==> config.mk <==
export PLATFORM = sky130hd
export DESIGN_NAME = cr_request_gen
export DESIGN_NICKNAME = d
export VERILOG_FILES = /design/src/rtl/cr_request_gen.sv
export SDC_FILE = /design/constraint.sdc
export NUM_CORES = 1
export LEC_CHECK = 0
export BUFFER_PORTS_ARGS = -buffer_cell sky130_fd_sc_hd__clkbuf_2
export CORE_MARGIN = 1
export CORE_UTILIZATION = 50
export CTS_CLUSTER_DIAMETER = 50
export DETAILED_ROUTE_END_ITERATION = 7
export PLACE_DENSITY = 0.68
export SYNTH_ARGS = -nofsm -noshare
export SYNTH_HDL_FRONTEND = slang
export SYNTH_SLANG_ARGS = --single-unit
export TNS_END_PERCENT = 30
==> constraint.sdc <==
create_clock -name clk -period 3.4 [get_ports clk]
set_input_delay 0.51 -clock clk [delete_from_list [all_inputs] [get_ports clk]]
set_output_delay 0.51 -clock clk [all_outputs]
set_load 0.005 [all_outputs]
==> src/rtl/cr_request_gen.sv <==
// Country-road request generator: synchronises and debounces the vehicle-loop sensor, queues waiting cars and drives x.
// Optional macro CR_EMERGENCY_EN adds a synchronised emerg input that forces and extends country-road requests.
module cr_request_gen #(
    parameter int SYNC_STAGES     = 2,
    parameter int DEBOUNCE_CYCLES = 4,
    parameter int CNT_W           = 4,
    parameter int DEPART_CYCLES   = 4,
    parameter int MIN_GREEN       = 8,
    parameter int MAX_GREEN       = 32,
    parameter int HOLDOFF         = 16
) (
    input  logic             clk,
    input  logic             rst,
    input  logic             sensor_raw,
`ifdef CR_EMERGENCY_EN
    input  logic             emerg,
`endif
    input  logic [1:0]       cr,
    output logic             x,
    output logic [CNT_W-1:0] car_count,
    output logic             overflow
);

    localparam int DB_W   = (DEBOUNCE_CYCLES > 1) ? $clog2(DEBOUNCE_CYCLES) : 1;
    localparam int GT_W   = (MAX_GREEN > 1) ? $clog2(MAX_GREEN) : 1;
    localparam int DEP_W  = (DEPART_CYCLES > 1) ? $clog2(DEPART_CYCLES) : 1;
    localparam int HOLD_W = (HOLDOFF > 1) ? $clog2(HOLDOFF) : 1;

    localparam logic [DB_W-1:0]   DB_LAST   = DB_W'(DEBOUNCE_CYCLES - 1);
    localparam logic [DB_W-1:0]   DB_ONE    = DB_W'(1);
    localparam logic [GT_W-1:0]   GT_MIN    = GT_W'(MIN_GREEN - 1);
    localparam logic [GT_W-1:0]   GT_LAST   = GT_W'(MAX_GREEN - 1);
    localparam logic [GT_W-1:0]   GT_ONE    = GT_W'(1);
    localparam logic [DEP_W-1:0]  DEP_LAST  = DEP_W'(DEPART_CYCLES - 1);
    localparam logic [DEP_W-1:0]  DEP_ONE   = DEP_W'(1);
    localparam logic [HOLD_W-1:0] HOLD_LAST = HOLD_W'(HOLDOFF - 1);
    localparam logic [HOLD_W-1:0] HOLD_ONE  = HOLD_W'(1);
    localparam logic [CNT_W-1:0]  CNT_MAX   = {CNT_W{1'b1}};
    localparam logic [CNT_W-1:0]  CNT_ONE   = CNT_W'(1);

    typedef enum logic [2:0] {
        ST_IDLE    = 3'd0,
        ST_REQ     = 3'd1,
        ST_SERVE   = 3'd2,
        ST_RELEASE = 3'd3,
        ST_HOLDOFF = 3'd4
    } state_t;

    logic [SYNC_STAGES-1:0] sync_r;
    logic                   s_s;
    logic                   db_r;
    logic [DB_W-1:0]        db_cnt_r;
    logic                   arrival_s;
    logic                   departure_s;
    logic                   emerg_s;
    logic                   cr_green_s;
    logic                   cr_red_s;
    state_t                 state_r, state_s;
    logic [GT_W-1:0]        green_timer_r, green_timer_s;
    logic [DEP_W-1:0]       dep_timer_r, dep_timer_s;
    logic [HOLD_W-1:0]      hold_timer_r, hold_timer_s;

    assign s_s        = sync_r[SYNC_STAGES-1];
    assign cr_green_s = (cr == 2'd1);
    assign cr_red_s   = (cr == 2'd0) || (cr == 2'd3);
    // A car arrives on the edge where a rising sensor level finishes debouncing.
    assign arrival_s  = s_s && !db_r && (db_cnt_r == DB_LAST);

`ifdef CR_EMERGENCY_EN
    logic [SYNC_STAGES-1:0] emerg_sync_r;

    // Emergency request synchroniser (no debounce).
    always_ff @(posedge clk) begin
        if (rst) begin
            emerg_sync_r <= {SYNC_STAGES{1'b0}};
        end else begin
            emerg_sync_r <= {emerg_sync_r[SYNC_STAGES-2:0], emerg};
        end
    end
    assign emerg_s = emerg_sync_r[SYNC_STAGES-1];
`else
    assign emerg_s = 1'b0;
`endif

    // Sensor synchroniser.
    always_ff @(posedge clk) begin
        if (rst) begin
            sync_r <= {SYNC_STAGES{1'b0}};
        end else begin
            sync_r <= {sync_r[SYNC_STAGES-2:0], sensor_raw};
        end
    end

    // Debouncer: the level changes only after DEBOUNCE_CYCLES consecutive differing samples.
    always_ff @(posedge clk) begin
        if (rst) begin
            db_r     <= 1'b0;
            db_cnt_r <= {DB_W{1'b0}};
        end else if (s_s == db_r) begin
            db_cnt_r <= {DB_W{1'b0}};
        end else if (db_cnt_r == DB_LAST) begin
            db_r     <= s_s;
            db_cnt_r <= {DB_W{1'b0}};
        end else begin
            db_cnt_r <= db_cnt_r + DB_ONE;
        end
    end

    // Request FSM next-state and timer logic.
    always_comb begin
        state_s       = state_r;
        green_timer_s = green_timer_r;
        dep_timer_s   = dep_timer_r;
        hold_timer_s  = hold_timer_r;
        departure_s   = 1'b0;
        case (state_r)
            ST_IDLE: begin
                if ((car_count != {CNT_W{1'b0}}) || emerg_s) begin
                    state_s = ST_REQ;
                end else begin
                    state_s = ST_IDLE;
                end
            end
            ST_REQ: begin
                if (cr_green_s) begin
                    state_s       = ST_SERVE;
                    green_timer_s = {GT_W{1'b0}};
                    dep_timer_s   = {DEP_W{1'b0}};
                end else begin
                    state_s = ST_REQ;
                end
            end
            ST_SERVE: begin
                if (!cr_green_s) begin
                    state_s = ST_RELEASE;
                end else begin
                    if (green_timer_r != GT_LAST) begin
                        green_timer_s = green_timer_r + GT_ONE;
                    end else begin
                        green_timer_s = green_timer_r;
                    end
                    if (dep_timer_r == DEP_LAST) begin
                        dep_timer_s = {DEP_W{1'b0}};
                        departure_s = (car_count != {CNT_W{1'b0}});
                    end else begin
                        dep_timer_s = dep_timer_r + DEP_ONE;
                    end
                    // The max-green exit is held off while an emergency is active.
                    if (((green_timer_r >= GT_MIN) && (car_count == {CNT_W{1'b0}}) && !arrival_s) ||
                        ((green_timer_r == GT_LAST) && !emerg_s)) begin
                        state_s = ST_RELEASE;
                    end else begin
                        state_s = ST_SERVE;
                    end
                end
            end
            ST_RELEASE: begin
                if (emerg_s) begin
                    state_s = ST_REQ;
                end else if (cr_red_s) begin
                    state_s      = ST_HOLDOFF;
                    hold_timer_s = HOLD_LAST;
                end else begin
                    state_s = ST_RELEASE;
                end
            end
            ST_HOLDOFF: begin
                if (emerg_s) begin
                    state_s = ST_REQ;
                end else if (hold_timer_r == {HOLD_W{1'b0}}) begin
                    state_s = ST_IDLE;
                end else begin
                    hold_timer_s = hold_timer_r - HOLD_ONE;
                end
            end
            default: begin
                state_s = ST_IDLE;
            end
        endcase
    end

    // FSM state, timers and registered request output.
    always_ff @(posedge clk) begin
        if (rst) begin
            state_r       <= ST_IDLE;
            green_timer_r <= {GT_W{1'b0}};
            dep_timer_r   <= {DEP_W{1'b0}};
            hold_timer_r  <= {HOLD_W{1'b0}};
            x             <= 1'b0;
        end else begin
            state_r       <= state_s;
            green_timer_r <= green_timer_s;
            dep_timer_r   <= dep_timer_s;
            hold_timer_r  <= hold_timer_s;
            x             <= (state_s == ST_REQ) || (state_s == ST_SERVE);
        end
    end

    // Vehicle queue: a coincident arrival and departure cancel out.
    always_ff @(posedge clk) begin
        if (rst) begin
            car_count <= {CNT_W{1'b0}};
            overflow  <= 1'b0;
        end else if (arrival_s && !departure_s) begin
            if (car_count == CNT_MAX) begin
                overflow <= 1'b1;
            end else begin
                car_count <= car_count + CNT_ONE;
            end
        end else if (departure_s && !arrival_s) begin
            car_count <= car_count - CNT_ONE;
        end else begin
            car_count <= car_count;
        end
    end

endmodule

==> impl_results.md <==
* CP Max Fanout at 16
* Postcts setup bufs at 0
* Post-synth top cells: dfxtp_1 (25), nor2_1 (15), a21oi_1 (12)
* Post-synth EDFFs at 0
* Dominant cell type by area after synthesis: dfxtp_1
* Area after detailed placement at around 0.0014 mm2
* Final core utilization at a little under three fifths
* Post-synth ARST share at 0%
* Fin Hold WS at about 0.42 ns
* Post-cts sizing count at 0
* Io pins at 11
* Setup violations, final at 0
* Total gr overflow at 0
* Sum of negative setup slack at 0 ns
* Mux contribution to synthesized area at roughly 3.1%
* Most used cell, CP: nand2_1
* Final hold viol count at 0
* Detailed Place HPWL at around 1.8 mm
* CTS tree: yes
* Placed insts at ~180
* Top_reg_cell synth: dfxtp_1
* Crit path max-delay family: simple AND/OR/NAND/NOR gates
* Maximum clock path buffer count at 2
* LEAKAGE at 0.585 nW
* CTS buffer count at 3
* Crit end category: flip-flop
* Final Instance Area at about 0.0014 mm2
* Area share of and/or/nand/nor cells after synthesis at between 20% and 30%
* Synth top area share at 37.0%
* Site Rows at 18
* Port bufs at 10
* Internal Power at 0.344 mW
* Pre-antenna DRT Iters at 4
* Chain of cells forming the critical path: and4bb_2, nand2_1, nand2_1, ha_1, a21o_2, a21oi_1, mux2i_1, mux2_1
* Vias per cell at ~5.7
* Worst-Skew Late Latency at between 0.3 and 0.4 ns
* Tcrit/Tclk final at approximately three quarters
* Worst Path Buf+Inv at 0
* Sw frac at about 22%
* Syn Std Cell Area at around 0.0014 mm2
* Routability cong. at between 0.7 and 0.8
* Largest net degree at the start of global routing at 28
* Max_slew headroom at a little over three fifths
* Critical-path top delay cell: dfxtp_1
* RSZ-0062 raised after global routing: false
* Critical path launch point type: flip-flop
* Vias in the first global route at around 940
* Wire length per cell at around 13 um
* CTS Sinks at 25
* Synth Area per Inst at approximately 9.2 um2
* Drt drc at 0
* FF+latch count, synth at 25
* Fmax at ~400 MHz
* Starting density of the core at a little over half
* Max-cap violations at 0
* Clock power frac at a little under a third
* Critical Path RT at approximately 3.6 ns
* Slew @ Worst Pin at around 0.55 ns
* Critical path arrival at between 2 and 3 ns
* Combinational family with the most area after synthesis: simple AND/OR/NAND/NOR gates
* Post-synthesis cell count at between 100 and 150
* P_sw at between 0.09 and 0.1 mW
* Non-filler cells, final at 185
* Max incr delay on CP at slightly above 0.6 ns
* Die area at about 0.003 mm2
* Ranking of synthesized cells by area: dfxtp_1 (37%), ha_1 (8.3%), a21oi_1 (4.4%), nor2_1 (4.2%), nor2b_1 (2.3%)
* Die height at ~54 um
* Synth Net Count at around 160
* Post-Synth XOR/XNOR Area at 1.94%
* Min Clock Period, post-route at 2.49 ns
* Die W at ~54 um
* CTS Root Cell: clkbuf_4
* Most frequent cell after synthesis: dfxtp_1
* Fraction of layout cells with a size suffix above 1 at between 10% and 20%
* Seq/Total Area, Yosys at a little under two fifths
* Initial DRC Count at 13
* Vias after detailed routing at around 1,000
* First-pass GRT wire length at about 4 mm
* Yosys warnings at 0
* Post-synthesis cell type count at 45
* Tightest Hold Check Type: primary input to flip-flop
* GRT Resource Usage Total at 19.2%
* Final net count at ~170
* Hold Buf Count CTS at 0
* Skew final at approximately 0.005 ns
* Slew Viols, Final at 0
* ANT nets after route at 0
* Reg clk slew, reported paths at 0.14 ns
* Area grow syn2layout at 6.94%
* Routed Wire Length at roughly 2.5 mm
* Reg power frac at 66.8%
* Largest vdd supply drop at 0.186 mV
* Antenna fix cells at 0
* Status: completed
* H-tree levels at 1
* Post-synthesis adder-cell area fraction at 9.81%
* Initial antenna violation count at 0
* Pwr/cell area at between 300 and 400 mW/mm2
* Combinational power share at roughly 3.0%
* Floorplan core area at 0.00252 mm2
* Synth Area in Compound Gates at between 10% and 20%
* Setup CP Type: flip-flop to flip-flop
-- registers in the layout, indices dropped and copies added (netlist names) --
signal	cells
overflow	1
hold_timer_r	4
state_r	3
car_count	4
db_r	1
db_cnt_r	2
dep_timer_r	2
sync_r	2
x	1
green_timer_r	5
-- metrics by stage --
step / power (mW) / setup slack (ns)
floorplan: 0.311 / 0.925
global placement: 0.314 / 0.768
detailed placement: 0.315 / 0.707
CTS: 0.453 / 0.914
global route: 0.466 / 0.731
finish: 0.442 / 0.915
-- cells in the final DEF (no fill, tap or decap), types with 2 or more instances in the layout --
master,count
xor2_1,2
clkbuf_4,3
mux2_1,2
nor3_1,6
nor2b_1,5
nand2_1,6
a31oi_1,2
mux2i_1,2
o21ai_0,5
inv_1,6
dfxtp_1,25
nand2b_1,2
nor2_1,15
nand4_1,2
a21oi_1,12
a21bo_2,2
nor3b_1,4
nand3b_1,2
nand3_1,3
ha_1,9
clkbuf_2,10
a211oi_1,3
and3_1,3
and2_1,2
-- worst reg2reg max path: cells and delay by family, from the launching register on --
kind                     cells  cell delay, ns
AO/OA/AOI/OAI                2            0.36
adder cells (fa/ha/maj)      1            0.24
flip-flops                   1            0.62
multiplexers                 2            0.53
AND/OR/NAND/NOR              3            0.64
-- per-layer routing --
| metal | up-vias | GRT usage, % | share of wire (%) |
|---|---|---|---|
| met2 | 4 | 32.7 | 48 |
| met5 | - | 0 | 0 |
| met3 | 2 | 3.39 | 1.6 |
| met4 | 0 | 6.41 | 0.61 |
| li1 | 553 | - | - |
| met1 | 488 | 24.2 | 50 |
-- final cells by class --
class,instances,area [um2]
Multi-Input combinational cell,110,806
Inverter,6,22.5
Timing Repair Buffer,10,50.0
Sequential cell,25,500
Tap cell,30,37.5
Clock inverter,1,7.51
Fill cell,252,1080
Clock buffer,3,22.5
-- path summary, 6_finish.rpt --
| check | from | endpoint | slack (ns) | cells after the start |
|---|---|---|---|---|
| worst max-delay path | state_r[1] | car_count[3] | 0.91 | 8 |
| worst min-delay path | sensor_raw | sync_r[0] | 0.42 | 2 |
| worst max register to register | state_r[1] | car_count[3] | 0.91 | 8 |
| worst min register to register | db_cnt_r[0] | db_cnt_r[0] | 0.44 | 1 |
-- kinds of logic after synthesis --
kind of cell	count (synthesis)
compound gates	31
xor+xnor	3
fa+ha+maj	10
buf+inv	12
flops	25
mux	4
simple gates	62
-- power groups by stage --
stage	clock, mW	sequential, mW	combinational (mW)
finish	0.133	0.295	0.0135
global route	0.156	0.296	0.0152
CTS	0.144	0.295	0.0136
detailed placement	0	0.302	0.0136
global placement	0	0.301	0.0130
floorplan	0	0.301	0.00966
(Power assumes the default switching activity.)
